--- config.mk ---
export PLATFORM = sky130hd
export DESIGN_NAME = cgra_mem_bank_arbiter_flat
export DESIGN_NICKNAME = d
export VERILOG_FILES = /design/src/rtl/cgra_mem_bank_arbiter_pkg.sv /design/src/rtl/cgra_mem_bank_arbiter_if.sv /design/src/rtl/cgra_mem_bank_arbiter_rr_arbiter.sv /design/src/rtl/cgra_mem_bank_arbiter.sv /design/src/flat_wrapper.sv
export SDC_FILE = /design/constraint.sdc
export NUM_CORES = 1
export LEC_CHECK = 0
export CAP_MARGIN = 20
export CELL_PAD_IN_SITES_DETAIL_PLACEMENT = 1
export CELL_PAD_IN_SITES_GLOBAL_PLACEMENT = 1
export CORE_AREA = 2 2 123 125
export CTS_CLUSTER_DIAMETER = 40
export DETAILED_ROUTE_END_ITERATION = 10
export DIE_AREA = 0 0 125 127
export DONT_BUFFER_PORTS = 1
export HOLD_SLACK_MARGIN = 0.1
export PLACE_DENSITY_LB_ADDON = 0.3
export SYNTH_ARGS = -nofsm -noshare
export SYNTH_HDL_FRONTEND = slang
export SYNTH_HIERARCHICAL = 1
export SYNTH_SLANG_ARGS = --single-unit
--- constraint.sdc ---
create_clock -name clk_i -period 6 [get_ports clk_i]
set_input_delay 1.2 -clock clk_i [delete_from_list [all_inputs] [get_ports clk_i]]
set_output_delay 1.2 -clock clk_i [all_outputs]
set_load 0.05 [all_outputs]
--- src/rtl/cgra_mem_bank_arbiter_pkg.sv ---
// Shared types and constants for the CGRA memory bank arbiter.
package cgra_mem_arb_pkg;

    localparam int unsigned MEM_DW  = 32;
    localparam int unsigned MEM_BEW = 4;

    typedef enum logic [1:0] {
        ACTIVE,
        RET,
        WAKE
    } arb_state_e;

    function automatic int unsigned next_rr_ptr(input int unsigned idx,
                                                input int unsigned num_ports);
        return (idx + 1 >= num_ports) ? 0 : idx + 1;
    endfunction

endpackage

--- src/rtl/cgra_mem_bank_arbiter_if.sv ---
// Requester-side bus of the bank arbiter: one OBI-style request/response lane per port.
interface cgra_mem_bank_arbiter_if #(
    parameter int unsigned NUM_PORTS = 4,
    parameter int unsigned NUM_WORDS = 1024
);
    import cgra_mem_arb_pkg::*;

    localparam int unsigned AddrWidth = $clog2(NUM_WORDS);

    logic [NUM_PORTS-1:0]                req;
    logic [NUM_PORTS-1:0]                we;
    logic [NUM_PORTS-1:0][AddrWidth-1:0] addr;
    logic [NUM_PORTS-1:0][MEM_DW-1:0]    wdata;
    logic [NUM_PORTS-1:0][MEM_BEW-1:0]   be;
    logic [NUM_PORTS-1:0]                gnt;
    logic [NUM_PORTS-1:0]                rvalid;
    logic [MEM_DW-1:0]                   rdata;

    modport master (
        output req, we, addr, wdata, be,
        input  gnt, rvalid, rdata
    );

    modport slave (
        input  req, we, addr, wdata, be,
        output gnt, rvalid, rdata
    );

endinterface

--- src/rtl/cgra_mem_bank_arbiter_rr_arbiter.sv ---
// Round-robin request picker; CGRA_MEM_ARB_FIXED_PRIO_EN switches to lowest-index-wins.
module cgra_rr_arbiter #(
    parameter int unsigned  NUM_PORTS = 4,
    localparam int unsigned IdxW      = $clog2(NUM_PORTS)
) (
    input  logic [NUM_PORTS-1:0] req_i,
    input  logic [IdxW-1:0]      ptr_i,
    output logic [NUM_PORTS-1:0] gnt_o,
    output logic [IdxW-1:0]      idx_o,
    output logic                 valid_o
);

    int unsigned cand;

    always_comb begin
        gnt_o   = '0;
        idx_o   = '0;
        valid_o = 1'b0;
        cand    = 0;
        for (int unsigned i = 0; i < NUM_PORTS; i++) begin
`ifdef CGRA_MEM_ARB_FIXED_PRIO_EN
            cand = i;
`else
            // Scan starts at the pointer and wraps past the last port.
            cand = 32'(ptr_i) + i;
            if (cand >= NUM_PORTS) begin
                cand = cand - NUM_PORTS;
            end
`endif
            if (!valid_o && req_i[cand[IdxW-1:0]]) begin
                valid_o                  = 1'b1;
                idx_o                    = cand[IdxW-1:0];
                gnt_o[cand[IdxW-1:0]]    = 1'b1;
            end
        end
    end

`ifdef CGRA_MEM_ARB_FIXED_PRIO_EN
    logic unused_ptr;
    assign unused_ptr = ^ptr_i;
`endif

endmodule

--- src/rtl/cgra_mem_bank_arbiter.sv ---
// Shares one single-port SRAM bank between NUM_PORTS requesters and sequences bank retention.
// Build option: CGRA_MEM_ARB_FIXED_PRIO_EN selects fixed priority instead of round-robin.
module cgra_mem_bank_arbiter
    import cgra_mem_arb_pkg::*;
#(
    parameter int unsigned  NUM_PORTS   = 4,
    parameter int unsigned  NUM_WORDS   = 1024,
    parameter int unsigned  WAKE_CYCLES = 2,
    localparam int unsigned AddrWidth   = $clog2(NUM_WORDS)
) (
    input  logic                          clk_i,
    input  logic                          rst_ni,
    cgra_mem_bank_arbiter_if.slave        bus_io,
    input  logic                          ret_req_i,
    output logic                          ret_ack_o,
    output logic                          mem_req_o,
    output logic                          mem_we_o,
    output logic [AddrWidth-1:0]          mem_addr_o,
    output logic [MEM_DW-1:0]             mem_wdata_o,
    output logic [MEM_BEW-1:0]            mem_be_o,
    output logic                          mem_set_retentive_no,
    input  logic [MEM_DW-1:0]             mem_rdata_i
);

    localparam int unsigned IdxW = $clog2(NUM_PORTS);
    localparam int unsigned CntW = $clog2(WAKE_CYCLES) + 1;

    arb_state_e           state_q, state_d;
    logic [CntW-1:0]      cnt_q, cnt_d;
    logic [IdxW-1:0]      ptr_q;
    logic [NUM_PORTS-1:0] arb_gnt, gnt, rvalid_q;
    logic [IdxW-1:0]      arb_idx;
    logic                 arb_valid, arb_en, grant, wr_q;

    cgra_rr_arbiter #(
        .NUM_PORTS (NUM_PORTS)
    ) u_arb (
        .req_i   (bus_io.req),
        .ptr_i   (ptr_q),
        .gnt_o   (arb_gnt),
        .idx_o   (arb_idx),
        .valid_o (arb_valid)
    );

    always_comb begin
        state_d              = state_q;
        cnt_d                = cnt_q;
        arb_en               = 1'b0;
        ret_ack_o            = 1'b0;
        mem_set_retentive_no = 1'b1;
        unique case (state_q)
            ACTIVE: begin
                if (ret_req_i) begin
                    state_d = RET;
                end else begin
                    arb_en = 1'b1;
                end
            end
            RET: begin
                ret_ack_o            = 1'b1;
                mem_set_retentive_no = 1'b0;
                if (!ret_req_i) begin
                    state_d = WAKE;
                    cnt_d   = CntW'(WAKE_CYCLES - 1);
                end
            end
            WAKE: begin
                if (cnt_q == '0) begin
                    state_d = ACTIVE;
                end else begin
                    cnt_d = cnt_q - CntW'(1);
                end
            end
            default: state_d = ACTIVE;
        endcase
    end

    // Reset gates the combinational grant so nothing reaches the bank while held in reset.
    assign grant       = arb_en & arb_valid & rst_ni;
    assign gnt         = grant ? arb_gnt : '0;
    assign bus_io.gnt  = gnt;
    assign mem_req_o   = grant;
    assign mem_we_o    = grant & bus_io.we[arb_idx];
    assign mem_addr_o  = bus_io.addr[arb_idx];
    assign mem_wdata_o = bus_io.wdata[arb_idx];
    assign mem_be_o    = bus_io.be[arb_idx];

    always_ff @(posedge clk_i or negedge rst_ni) begin
        if (!rst_ni) begin
            state_q  <= ACTIVE;
            cnt_q    <= '0;
            rvalid_q <= '0;
            wr_q     <= 1'b0;
        end else begin
            state_q  <= state_d;
            cnt_q    <= cnt_d;
            rvalid_q <= gnt;
            wr_q     <= mem_we_o;
        end
    end

    assign bus_io.rvalid = rvalid_q;
    assign bus_io.rdata  = (|rvalid_q && !wr_q) ? mem_rdata_i : '0;

`ifdef CGRA_MEM_ARB_FIXED_PRIO_EN
    assign ptr_q = '0;
`else
    logic [IdxW-1:0] ptr_d;

    assign ptr_d = grant ? IdxW'(next_rr_ptr(32'(arb_idx), NUM_PORTS)) : ptr_q;

    always_ff @(posedge clk_i or negedge rst_ni) begin
        if (!rst_ni) begin
            ptr_q <= '0;
        end else begin
            ptr_q <= ptr_d;
        end
    end
`endif

endmodule

--- src/flat_wrapper.sv ---
// flat-port wrapper written by rule: the top's interface ports become plain ports
module cgra_mem_bank_arbiter_flat import cgra_mem_arb_pkg::*;
#(
    parameter int unsigned  NUM_PORTS   = 4,
    parameter int unsigned  NUM_WORDS   = 1024,
    parameter int unsigned  WAKE_CYCLES = 2,
    localparam int unsigned AddrWidth   = $clog2(NUM_WORDS)
)
  (clk_i, rst_ni, ret_req_i, ret_ack_o, mem_req_o, mem_we_o, mem_addr_o, mem_wdata_o, mem_be_o, mem_set_retentive_no, mem_rdata_i, bus_io_req, bus_io_we, bus_io_addr, bus_io_wdata, bus_io_be, bus_io_gnt, bus_io_rvalid, bus_io_rdata);
  cgra_mem_bank_arbiter_if #(.NUM_PORTS(NUM_PORTS), .NUM_WORDS(NUM_WORDS)) bus_io_i ();
  input  logic clk_i;
  input  logic rst_ni;
  input  logic ret_req_i;
  output logic ret_ack_o;
  output logic mem_req_o;
  output logic mem_we_o;
  output logic [AddrWidth-1:0] mem_addr_o;
  output logic [MEM_DW-1:0] mem_wdata_o;
  output logic [MEM_BEW-1:0] mem_be_o;
  output logic mem_set_retentive_no;
  input  logic [MEM_DW-1:0] mem_rdata_i;
  input wire logic [$bits(bus_io_i.req)-1:0] bus_io_req;
  input wire logic [$bits(bus_io_i.we)-1:0] bus_io_we;
  input wire logic [$bits(bus_io_i.addr)-1:0] bus_io_addr;
  input wire logic [$bits(bus_io_i.wdata)-1:0] bus_io_wdata;
  input wire logic [$bits(bus_io_i.be)-1:0] bus_io_be;
  output wire logic [$bits(bus_io_i.gnt)-1:0] bus_io_gnt;
  output wire logic [$bits(bus_io_i.rvalid)-1:0] bus_io_rvalid;
  output wire logic [$bits(bus_io_i.rdata)-1:0] bus_io_rdata;
  assign bus_io_i.req = bus_io_req;
  assign bus_io_i.we = bus_io_we;
  assign bus_io_i.addr = bus_io_addr;
  assign bus_io_i.wdata = bus_io_wdata;
  assign bus_io_i.be = bus_io_be;
  assign bus_io_gnt = bus_io_i.gnt;
  assign bus_io_rvalid = bus_io_i.rvalid;
  assign bus_io_rdata = bus_io_i.rdata;
  cgra_mem_bank_arbiter #(.NUM_PORTS(NUM_PORTS), .NUM_WORDS(NUM_WORDS), .WAKE_CYCLES(WAKE_CYCLES)) u_core (.clk_i(clk_i), .rst_ni(rst_ni), .bus_io(bus_io_i), .ret_req_i(ret_req_i), .ret_ack_o(ret_ack_o), .mem_req_o(mem_req_o), .mem_we_o(mem_we_o), .mem_addr_o(mem_addr_o), .mem_wdata_o(mem_wdata_o), .mem_be_o(mem_be_o), .mem_set_retentive_no(mem_set_retentive_no), .mem_rdata_i(mem_rdata_i));
endmodule
Word level (Yosys, flattened, before mapping)

Index checks and enable logic that the tools add are counted.
Widths: inputs -> output; s select.

Input port bits: 227
Logic and storage cells: 112
Output and inout bits: 90
Register bits after elaboration: 11

Bitwise logic cells: 6
$add $sub $neg: 9
$lt $le $gt $ge: 14
Multiplexer cells: 54
Equal/unequal tests: 6
Reduce and logical (&&, ||, !) cells: 18

Operator list:

| operator            | count |
|---|---|
| $bmux 32 s2         | 1 |
| $mux 32             | 2 |
| $mux 2              | 14 |
| $mux 4              | 6 |
| $bmux 10 s2         | 1 |
| $mux 1              | 17 |
| $lt 2x3->1 const B  | 5 |
| $ge 3x3->1 const B  | 4 |
| $or 4x4->4          | 3 |
| $bmux 1 s2          | 5 |
| $mux 10             | 1 |
| $sub 2x1->2 const B | 5 |
| $bmux 4 s2          | 1 |
| $demux 1 s2         | 4 |
| $ge 2x1->1 const B  | 4 |
| $logic_and 1x1->1   | 8 |
| $add 2x1->3 const B | 2 |
| $add 2x2->3 const B | 2 |
| $ne 2x2->1 const B  | 3 |
| $pmux 2 s3          | 1 |
| $reduce_and 3->1    | 2 |
| $logic_not 1->1     | 4 |
| $logic_not 2->1     | 2 |
| $pmux 2 s2          | 1 |
| 7 further kinds     | 9 |

Logic depth before layout (Yosys ltp)

Gate-level depths: netlist (run 1).

Word-level depth: 17
Gate-level depth with buffers: 12
Gate-level depth less buffers: 9

Modules after synthesis

Netlist (run 1), hierarchy kept.

By module, submodules not included:

| module                | instances | area each (µm²) | sequential area each (µm²) | cells each |
|---|---|---|---|---|
| cgra_mem_bank_arbiter | 1         | 1799.2          | 275.3                      | 130 |
| cgra_rr_arbiter       | 1         | 421.7           | 0.0                        | 45 |

Worst setup path after synthesis (run 1)

Ideal clock, no wire load.

Path kind: input-to-output
Start point: input port bus_io_req[3]
End point: output port mem_wdata_o[15]
Stages: 6
Arrival time: 3.460 ns
Setup slack: 1.340 ns
Data required time: 4.800 ns
Path buffers: 3
Path through: mux4_2 -> clkbuf_1 -> o31ai_1 -> buf_6 -> buf_6 -> mux4_2

Word-level cells in the longest chain between the ends: 14

RTL lines:

| element                         | line                                   | RTL |
|---|---|---|
| start: declaration              | flat_wrapper.sv:22                     | `input wire logic [$bits(bus_io_i.req)-1:0] bus_io_req;` |
| $bmux 1 s2                      | cgra_mem_bank_arbiter_rr_arbiter.sv:30 | `if (!valid_o && req_i[cand[IdxW-1:0]]) begin` |
| $mux 1 (not written as such)    | cgra_mem_bank_arbiter_rr_arbiter.sv:30 |  |
| $mux 1                          | cgra_mem_bank_arbiter_rr_arbiter.sv:30 |  |
| $logic_not 1->1                 | cgra_mem_bank_arbiter_rr_arbiter.sv:30 |  |
| $logic_and 1x1->1               | cgra_mem_bank_arbiter_rr_arbiter.sv:30 |  |
| $mux 1                          | cgra_mem_bank_arbiter_rr_arbiter.sv:30 |  |
| $logic_not 1->1                 | cgra_mem_bank_arbiter_rr_arbiter.sv:30 |  |
| $logic_and 1x1->1               | cgra_mem_bank_arbiter_rr_arbiter.sv:30 |  |
| $mux 1                          | cgra_mem_bank_arbiter_rr_arbiter.sv:30 |  |
| $logic_not 1->1                 | cgra_mem_bank_arbiter_rr_arbiter.sv:30 |  |
| $logic_and 1x1->1               | cgra_mem_bank_arbiter_rr_arbiter.sv:30 |  |
| $mux 2 *                        | cgra_mem_bank_arbiter_rr_arbiter.sv:30 |  |
| named net u_core.arb_idx[0]     | cgra_mem_bank_arbiter.sv:32            | `logic [IdxW-1:0] arb_idx;` |
| $bmux 32 s2 *                   | cgra_mem_bank_arbiter.sv:85            | `assign mem_wdata_o = bus_io.wdata[arb_idx];` |
| $mux 32 (not written as such) * | cgra_mem_bank_arbiter.sv:85            |  |
| end: declaration                | flat_wrapper.sv:18                     | `output logic [MEM_DW-1:0] mem_wdata_o;` |

The timed path passes the listed nets; every way through them passes the cells marked *. The select of a mux whose other input is x is not followed.

Worst setup path after layout (run 1)

Start point: input port bus_io_req[3]
End point: output port mem_wdata_o[21]

Same word-level chain as after synthesis.

==> summary.md, run 1 <==
| Metric | Value |
|---|---|
| Run status | `completed` |
| Crit-path cells | `mux4_2 -> nor3_1 -> a32o_2 -> buf_4 -> mux4_2` |
| Mean area per synthesized cell | `12.7 µm²` |
| Ys flop type | `dfrtp_1` |
| CTS Hold Buffers Added | `0` |
| Fmax | `0.202 GHz` |
| Global-route wire length before repair | `14,500 µm` |
| Core Util, Final | `17.2%` |
| Syn Inst Count | `175` |
| Hold path start | `u_core/cnt_q[1]` |
| Clock Pin Slew Worst Setup and Hold Paths | `0.04 ns` |
| Post-synth EDFFs | `0` |
| Hold_ws | `about 0.49 ns` |
| Routed WL | `10,700 µm` |
| Final hold violation count | `0` |
| Clock sinks | `11` |
| Via density | `5.13` |
| DIE HEIGHT | `127 µm` |
| Post-synth ARST share | `100%` |
| Drt first pass iters | `4` |
| Final GP Congestion | `0.934` |
| Die X | `125 µm` |
| Buffers on Ports | `0` |
| H-tree levels | `1` |
| Crit path capture type | `output port` |
| Worst-skew pair later-pin latency | `0.23 ns` |
| Top cells by count, synth | `mux4_2 (49), and2_1 (37), dfrtp_1 (11)` |
| Launch point of the critical path | `bus_io_req[3]` |
| I/O pin count | `317` |
| Most common cell on crit path | `mux4_2` |
| Setup Buffers After CTS | `0` |
| Cts bufs inserted | `3` |
| Final Skew | `0.000877 ns` |
| Crit path largest cell delay | `~0.62 ns` |
| Setup CP Type | `primary input to output port` |
| Total global routing overflow | `0` |
| Placed Cells | `346` |
| Bufs on Longest Clock Path | `2` |
| Final slew viol count | `0` |
| Resized cells post-CTS | `0` |
| DR iter-0 viols | `53` |
| CP Data Arrival Time | `3.76 ns` |
| Slowest CP cell | `mux4_2` |
| Antenna Violating Nets Remaining | `0` |
| Synth cell types | `30` |
| Mapped Area | `about 2200 µm²` |
| Slew @ Worst Pin | `0.794 ns` |
| #FFs+latches synth | `11` |
| Core Area | `14,400 µm²` |
| Required time worst endpoint | `4.80 ns` |
| YS warnings | `6` |
| Area Growth Syn to Fin | `11.5%` |
| Full die area | `between 15,000 and 20,000 µm²` |
| Hold WC Path Type | `flip-flop to flip-flop` |
| Starting Density | `15.4%` |
| Max-Slew Margin vs Limit | `between 40% and 50%` |
| Area leader, netlist | `mux4_2` |
| Unrepaired setup endpoints after global routing | `false` |
| Final setup violation count | `0` |
| Via Count | `around 1,800` |
| Share of the synthesized area in the top cell type | `49.7%` |
| FF-to-FF Start | `u_core/ptr_q[1]` |
| Share of layout cells above drive strength 1 | `between 30% and 40%` |
| Most common cell in the netlist | `mux4_2` |
| DRC | `0` |
| Finished Layout Cells | `353` |
| Syn_nets | `409` |
| Total track usage | `12.5%` |
| Critical path peak fanout | `28` |
| Filler Cell Count | `1,659` |
| Row count | `44` |
| Final period utilization | `82.6%` |
| Initial antenna violation count | `6` |
| Clk root buf | `clkbuf_16` |
| Vias in the first global route | `1,985` |
| Min Clock Period, post-route | `4.96 ns` |
| Seq/Total Area, Yosys | `between 10% and 20%` |
| Final nets | `402` |
| Routed len/inst | `30.3 µm` |
| Synth area leaders | `mux4_2 (50%), dfrtp_1 (12%), and2_1 (10%)` |
| Setup crit start kind | `primary input` |
| CTS tree | `built` |
| Final setup TNS | `0 ns` |
| Post-DP HPWL | `9720 µm` |
| Pin count of the biggest net entering global routing | `33` |
| Max cap viols | `0` |
==> metal layers <==
layer | wire length [µm] | track usage (%)
met5 | 27 | 0
met4 | 66 | 1.37
met2 | 5750 | 23.7
met3 | 1540 | 6.53
met1 | 3300 | 12.5
==> registers in the layout (all words and copies together), names as in the netlist <==
register and cells:
u_core/cnt_q 2, u_core/ptr_q 2, u_core/wr_q 1, u_core/bus_io.rvalid 4
u_core/state_q 2
==> metrics by stage <==
stage / worst slack [ns] / cell area (µm²)
after floorplan: 1.34 / 2220
after global placement: 1.10 / 2380
after detailed placement: 1.01 / 2380
after CTS: 1.02 / 2460
after global routing: 0.821 / 2470
final: 1.04 / 2480
==> cell type report <==
cell class	count	area, µm²	share of cell area [%]
Timing Repair Buffer	5	41.3	1.67
Multi-Input combinational cell	140	1820	73.5
Sequential cell	11	275	11.1
Inverter	7	26.3	1.06
Tap cell	184	230	9.30
Clock buffer	4	78.8	3.18
Antenna cell	2	5.00	0.202
==> placed cells by master (no fill, tap or decap), drive strengths merged, types with 2 or more instances in the layout <==
cell	n
inv	7
ha	7
dfrtp	11
a21oi	2
a22oi	8
clkbuf	4
o21ai	5
nor4b	3
nor4	2
nor2b	2
diode	2
nand2b	3
mux4	51
and2	37
mux2	3
mux2i	2
nor2	6
buf	5
==> worst paths after layout <==
path	slack (ns)	end	cells past startpoint
max	1.04	mem_wdata_o[21]	5
max reg2reg	2.48	u_core/wr_q	8
max in group asynchronous	5.27	u_core/ptr_q[0]	0
min in group asynchronous	0.66	u_core/bus_io.rvalid[2]	0
min	0.49	u_core/cnt_q[1]	1
min reg2reg	0.49	u_core/cnt_q[1]	1
==> kinds of logic (layout without fill, tap and decap cells) <==
kind of cell	Yosys count	after routing	synth area share, %
other	0	2	0
AO/OA/AOI/OAI	20	20	6.14
flip-flops	11	11	12.4
AND/OR/NAND/NOR	57	57	16.7
adder cells (fa/ha/maj)	7	7	3.94
buffers and inverters	24	16	6.37
multiplexers	56	56	54.5
==> critical path: cells and delay by family <==
family                 cells  cell delay (ns)
muxes                      2             1.16
buffers and inverters      1             0.45
AOI/OAI and AO/OA          1             0.61
and+or+nand+nor            1             0.32
Power of run 1 is left out: the tool's default activity adds up to more than one toggle a clock period on the data nets, which glitch-free logic cannot reach.
==> run 2, diff against run 1 <==
- CORE_AREA: 2 2 123 125 -> 2 2 124 126
- DIE_AREA: 0 0 125 127 -> 0 0 126 128
- clock period: 6 -> 4.85 ns (I/O delays scaled with it)
==> run 2 against run 1 <==
Net effect: sequential share of layout area is 0.14 points lower; die area is 1.6% higher; routed wire length is 7.6% higher; core utilization is 0.30 points lower.
==> summary.md, run 2 (synthesis gave the netlist of run 1 again) <==
| Metric | Value |
|---|---|
| Run status | `completed` |
| Worst-skew pair later-pin latency | `between 0.2 and 0.25 ns` |
| Commonest cells after routing, fill and taps aside | `mux4_2 (49), and2_1 (37), dfrtp_1 (11), a22oi_1 (8)` |
| Routed len/inst | `32.1 µm` |
| Reg2reg path depth | `9` |
| Setup crit start kind | `flip-flop` |
| Total global routing overflow | `0` |
| Pre-CTS setup slack | `0.347 ns` |
| Row count | `45` |
| Post-route setup slack | `around 0.34 ns` |
| CP Data Arrival Time | `3.54 ns` |
| Max cap viols | `0` |
| FF-to-FF Start | `u_core/ptr_q[0]` |
| Post-DP HPWL | `10,300 µm` |
| Max FFs per register | `4` |
| Final setup TNS | `0 ns` |
| Max-Slew Margin vs Limit | `46.3%` |
| Design area | `2510 µm²` |
| Buffers on Ports | `0` |
| Initial antenna violation count | `9` |
| Placed Cells | `351` |
| Final GP Congestion | `about 1.0` |
| Worst reg2reg path endpoint | `u_core/ptr_q[1]` |
| Clk root buf | `clkbuf_16` |
| Full die area | `16,100 µm²` |
| Storage element area | `275 µm²` |
| Finished Layout Cells | `358` |
| DRC | `0` |
| Most common cell after layout, fill and taps aside | `mux4_2` |
| Pin count of the biggest net entering global routing | `33` |
| Final Skew | `0.00224 ns` |
| Min Clock Period, post-route | `4.51 ns` |
| Critical path peak fanout | `31` |
| Final hold violation count | `0` |
| Hold WC Path Type | `primary input to asynchronous set/reset pin` |
| Unrepaired setup endpoints after global routing | `false` |
| Die X | `126 µm` |
| Vias in the first global route | `1,995` |
| Global-route wire length before repair | `15,000 µm` |
| Area of the multi-input gates | `1830 µm²` |
| Setup CP Type | `flip-flop to output port` |
| Final nets | `403` |
| Via Count | `1,853` |
| DIE HEIGHT | `128 µm` |
| Fmax | `0.222 GHz` |
| R2r setup slk | `1.31 ns` |
| Starting Density | `between 10% and 20%` |
| Core Area | `14,900 µm²` |
| CTS tree | `built` |
| Final slew viol count | `0` |
| Routed WL | `11,500 µm` |
| Placed cell area | `~2400 µm²` |
| Share of layout cells above drive strength 1 | `between 30 and 40%` |
| Antenna Violating Nets Remaining | `0` |
| I/O pin count | `317` |
| Clock Pin Slew Worst Setup and Hold Paths | `about 0.040 ns` |
| Via density | `just over 5` |
| H-tree levels | `1` |
| Area Growth Syn to Fin | `12.9%` |
| Drt first pass iters | `4` |
| Total track usage | `13.1%` |
| Bufs on Longest Clock Path | `2` |
| Filler Cell Count | `1,674` |
| DR iter-0 viols | `between 80 and 90` |
| Cts bufs inserted | `3` |
| Clock sinks | `11` |
| Final setup violation count | `0` |
| CTS Hold Buffers Added | `0` |
| Slew @ Worst Pin | `0.805 ns` |
| Final period utilization | `93.0%` |
| Required time worst endpoint | `slightly below 4 ns` |
| Crit path capture type | `output port` |
==> run 2: changes by cell type in the layout (fill, tap and decap cells not counted) <==
| cell | before | now |
|---|---|---|
| buf_12 | 0 | 1 |
| buf_4 | 4 | 5 |
| buf_6 | 1 | 0 |
| a32o_4 | 0 | 1 |
| a32o_2 | 1 | 0 |
==> run 2: per-layer routing <==
layer	vias up	wire, µm	track usage [%]	part of all wire [%]
met5	-	38	0	0.33
met3	22	1610	6.55	14
met2	209	5970	24.4	52
met4	6	174	2.20	1.5
li1	704	-	-	-
met1	912	3700	13.5	32
==> run 2: critical path: stages (launching register included) <==
cell     delay (ns)
dfrtp_1        0.55
inv_1          0.11
ha_1           0.38
mux4_2         0.46
nor4b_4        0.44
nor2_1         0.13
a32o_4         0.40
buf_4          0.31
mux4_2         0.50
==> run 2: timing repair <==
| action | in CTS | in global routing |
|---|---|---|
| setup buffers | 0 | 0 |
| gates resized for setup | 0 | 1 |
| endpoints found under the setup margin | 0 | 30 |
==> run 2: how the worst max path moves through the flow <==
stage,depth (start not counted),slack [ns],start,to
2_1_floorplan,6,0.65,bus_io_req[3],mem_wdata_o[15]
3_3_place_gp,5,0.43,bus_io_req[3],mem_wdata_o[22]
3_5_place_dp,5,0.35,bus_io_req[3],mem_wdata_o[31]
4_1_cts,8,0.17,u_core/ptr_q[0],mem_wdata_o[5]
5_1_grt,8,0.08,u_core/ptr_q[0],mem_addr_o[1]
6_report,8,0.34,u_core/ptr_q[0],mem_wdata_o[5]
==> run 2: cell type report <==
class	instances	share of cell area (%)
multi-input cells	140	73.0
flip-flops and latches	11	11.0
well taps	188	9.38
clock buffers	4	3.14
repair buffers	6	2.30
inverters	7	1.05
diodes	2	0.200
==> run 2: stage by stage <==
stage | hold WS (ns) | utilization (%)
5_1_grt | 0.420 | 16.8
2_1_floorplan | 0.450 | -
3_5_place_dp | 0.470 | 16.2
3_3_place_gp | 0.462 | 16.2
6_report | 0.429 | 16.9
4_1_cts | 0.425 | 16.7
Power of run 2 is left out for the same reason.
==> run 3, diff against run 2 <==
- CTS_CLUSTER_SIZE: unset -> 28
- clock period: 4.85 -> 4.25 ns (I/O delays scaled with it)
==> run 3 against run 2 <==
Net effect: flip-flop and latch count is the same; register-to-register slack got worse by 0.03 ns; die area unchanged; routed wire length fell by 5.4%; design area is 1.2% higher; critical path depth unchanged; global-route usage fell by 0.48 points; critical endpoint is now mem_addr_o[9]; core utilization up 0.20 points; clock skew about the same.
==> summary.md, run 3 (synthesis gave the netlist of run 1 again) <==
| Metric | Value |
|---|---|
| Initial antenna violation count | `6` |
| H-tree levels | `1` |
| Resized cells post-CTS | `0` |
| Critical path peak fanout | `30` |
| Worst-skew pair later-pin latency | `0.23 ns` |
| Final setup TNS | `0 ns` |
| Fmax | `~0.25 GHz` |
| Storage element area | `275 µm²` |
| Crit path largest cell delay | `0.73 ns` |
| Hold WC Path Type | `primary input to asynchronous set/reset pin` |
| Drt first pass iters | `4` |
| Placed Cells | `358` |
| Core Area | `14,900 µm²` |
| Slowest CP cell | `mux4_2` |
| Clk root buf | `clkbuf_16` |
| Post-DP HPWL | `10,000 µm` |
| Final Skew | `0.00238 ns` |
| Required time worst endpoint | `between 3 and 4 ns` |
| Setup CP Type | `primary input to output port` |
| Max-Slew Margin vs Limit | `between 60 and 70%` |
| Global-route wire length before repair | `14,700 µm` |
| Setup Buffers After CTS | `0` |
| Row count | `45` |
| Setup crit start kind | `primary input` |
| Commonest cells after routing, fill and taps aside | `mux4_2 (49), and2_1 (37), buf_4 (11), dfrtp_1 (11), a22oi_1 (8)` |
| Total track usage | `12.7%` |
| Slew @ Worst Pin | `0.594 ns` |
| Final period utilization | `between 90% and 100%` |
| Min Clock Period, post-route | `3.95 ns` |
| Final hold violation count | `0` |
| DIE HEIGHT | `128 µm` |
| Clock Pin Slew Worst Setup and Hold Paths | `roughly 0.040 ns` |
| Filler Cell Count | `1,677` |
| Max FFs per register | `4` |
| DR iter-0 viols | `69` |
| Finished Layout Cells | `362` |
| ANT cells | `0` |
| Final GP Congestion | `0.964` |
| Final setup violation count | `0` |
| Bufs on Longest Clock Path | `2` |
| Cts bufs inserted | `3` |
| CTS Hold Buffers Added | `0` |
| Max cap viols | `0` |
| Most common cell on crit path | `buf_4` |
| Vias in the first global route | `a little under 2,000` |
| Via Count | `1,845` |
| Routed len/inst | `30.0 µm` |
| Final nets | `around 410` |
| Antenna Violating Nets Remaining | `0` |
| Most common cell after layout, fill and taps aside | `mux4_2` |
| Starting Density | `roughly 15%` |
| Routed WL | `10,900 µm` |
| I/O pin count | `317` |
| Cell family with most CP delay | `multiplexers` |
| Worst reg2reg path endpoint | `u_core/ptr_q[1]` |
| Unrepaired setup endpoints after global routing | `false` |
| CP Data Arrival Time | `3.10 ns` |
| Reg2reg path depth | `9` |
| R2r setup slk | `1.28 ns` |
| Via density | `5.10` |
| Buf+Inv Stages, Crit Path | `3` |
| Crit-path cells | `mux4_1 -> buf_4 -> nor2b_1 -> nor2_1 -> o31ai_4 -> buf_4 -> buf_12 -> mux4_2` |
| Pin count of the biggest net entering global routing | `33` |
| DRC | `0` |
| FF-to-FF Start | `u_core/ptr_q[1]` |
| CTS tree | `built` |
| Die X | `between 100 and 150 µm` |
| Area of the multi-input gates | `1820 µm²` |
| Full die area | `16,100 µm²` |
| Buffers on Ports | `0` |
| Total global routing overflow | `0` |
| Area Growth Syn to Fin | `14.3%` |
| Run status | `completed` |
| Share of layout cells above drive strength 1 | `40.8%` |
| Final slew viol count | `0` |
| Crit path capture type | `output port` |
| Clock sinks | `11` |
-- run 3: cell type report --
class                   count  share of cell area (%)
inverters                   7                    1.04
repair buffers             12                    4.04
clock buffers               4                    3.11
flip-flops and latches     11                    10.8
multi-input cells         140                    71.7
well taps                 188                    9.27
-- run 3: through the flow --
stage / utilization, % / cell area [µm²] / hold slack, ns / setup slack (ns)
after floorplan: - / 2220 / 0.450 / 0.290
after global placement: 16.5 / 2460 / 0.460 / 0.312
after detailed placement: 16.5 / 2460 / 0.469 / 0.262
after CTS: 17.1 / 2540 / 0.304 / 0.258
after global routing: 17.1 / 2540 / 0.300 / 0.0660
final: 17.1 / 2540 / 0.309 / 0.298
-- run 3: worst register-to-register path, cell delays in order, from the launching register on --
cell and delay [ns]:
dfrtp_1 0.34, inv_1 0.09, ha_1 0.38, mux4_2 0.33, buf_4 0.19, nor3_1 0.27
a32o_2 0.28, buf_4 0.39, ha_1 0.32, mux2_2 0.27
-- run 3: worst max-delay path by stage --
stage                          startpoint         endpoint  slack (ns)  cells past startpoint
final                       bus_io_req[0]    mem_addr_o[9]        0.30                      8
after floorplan             bus_io_req[3]  mem_wdata_o[15]        0.29                      6
after detailed placement    bus_io_req[0]    mem_addr_o[9]        0.26                      8
after global placement      bus_io_req[0]    mem_addr_o[9]        0.31                      8
after global routing      u_core/ptr_q[1]    mem_addr_o[9]        0.07                      8
after CTS                   bus_io_req[0]    mem_addr_o[9]        0.26                      8
-- run 3: layer usage --
layer	routed length, µm	vias up	track usage (%)
li1	-	714	-
met1	3730	910	13.9
met2	5860	205	24.7
met3	1170	14	3.71
met4	94	2	1.36
met5	17	-	0
Power of run 3 is left out for the same reason.
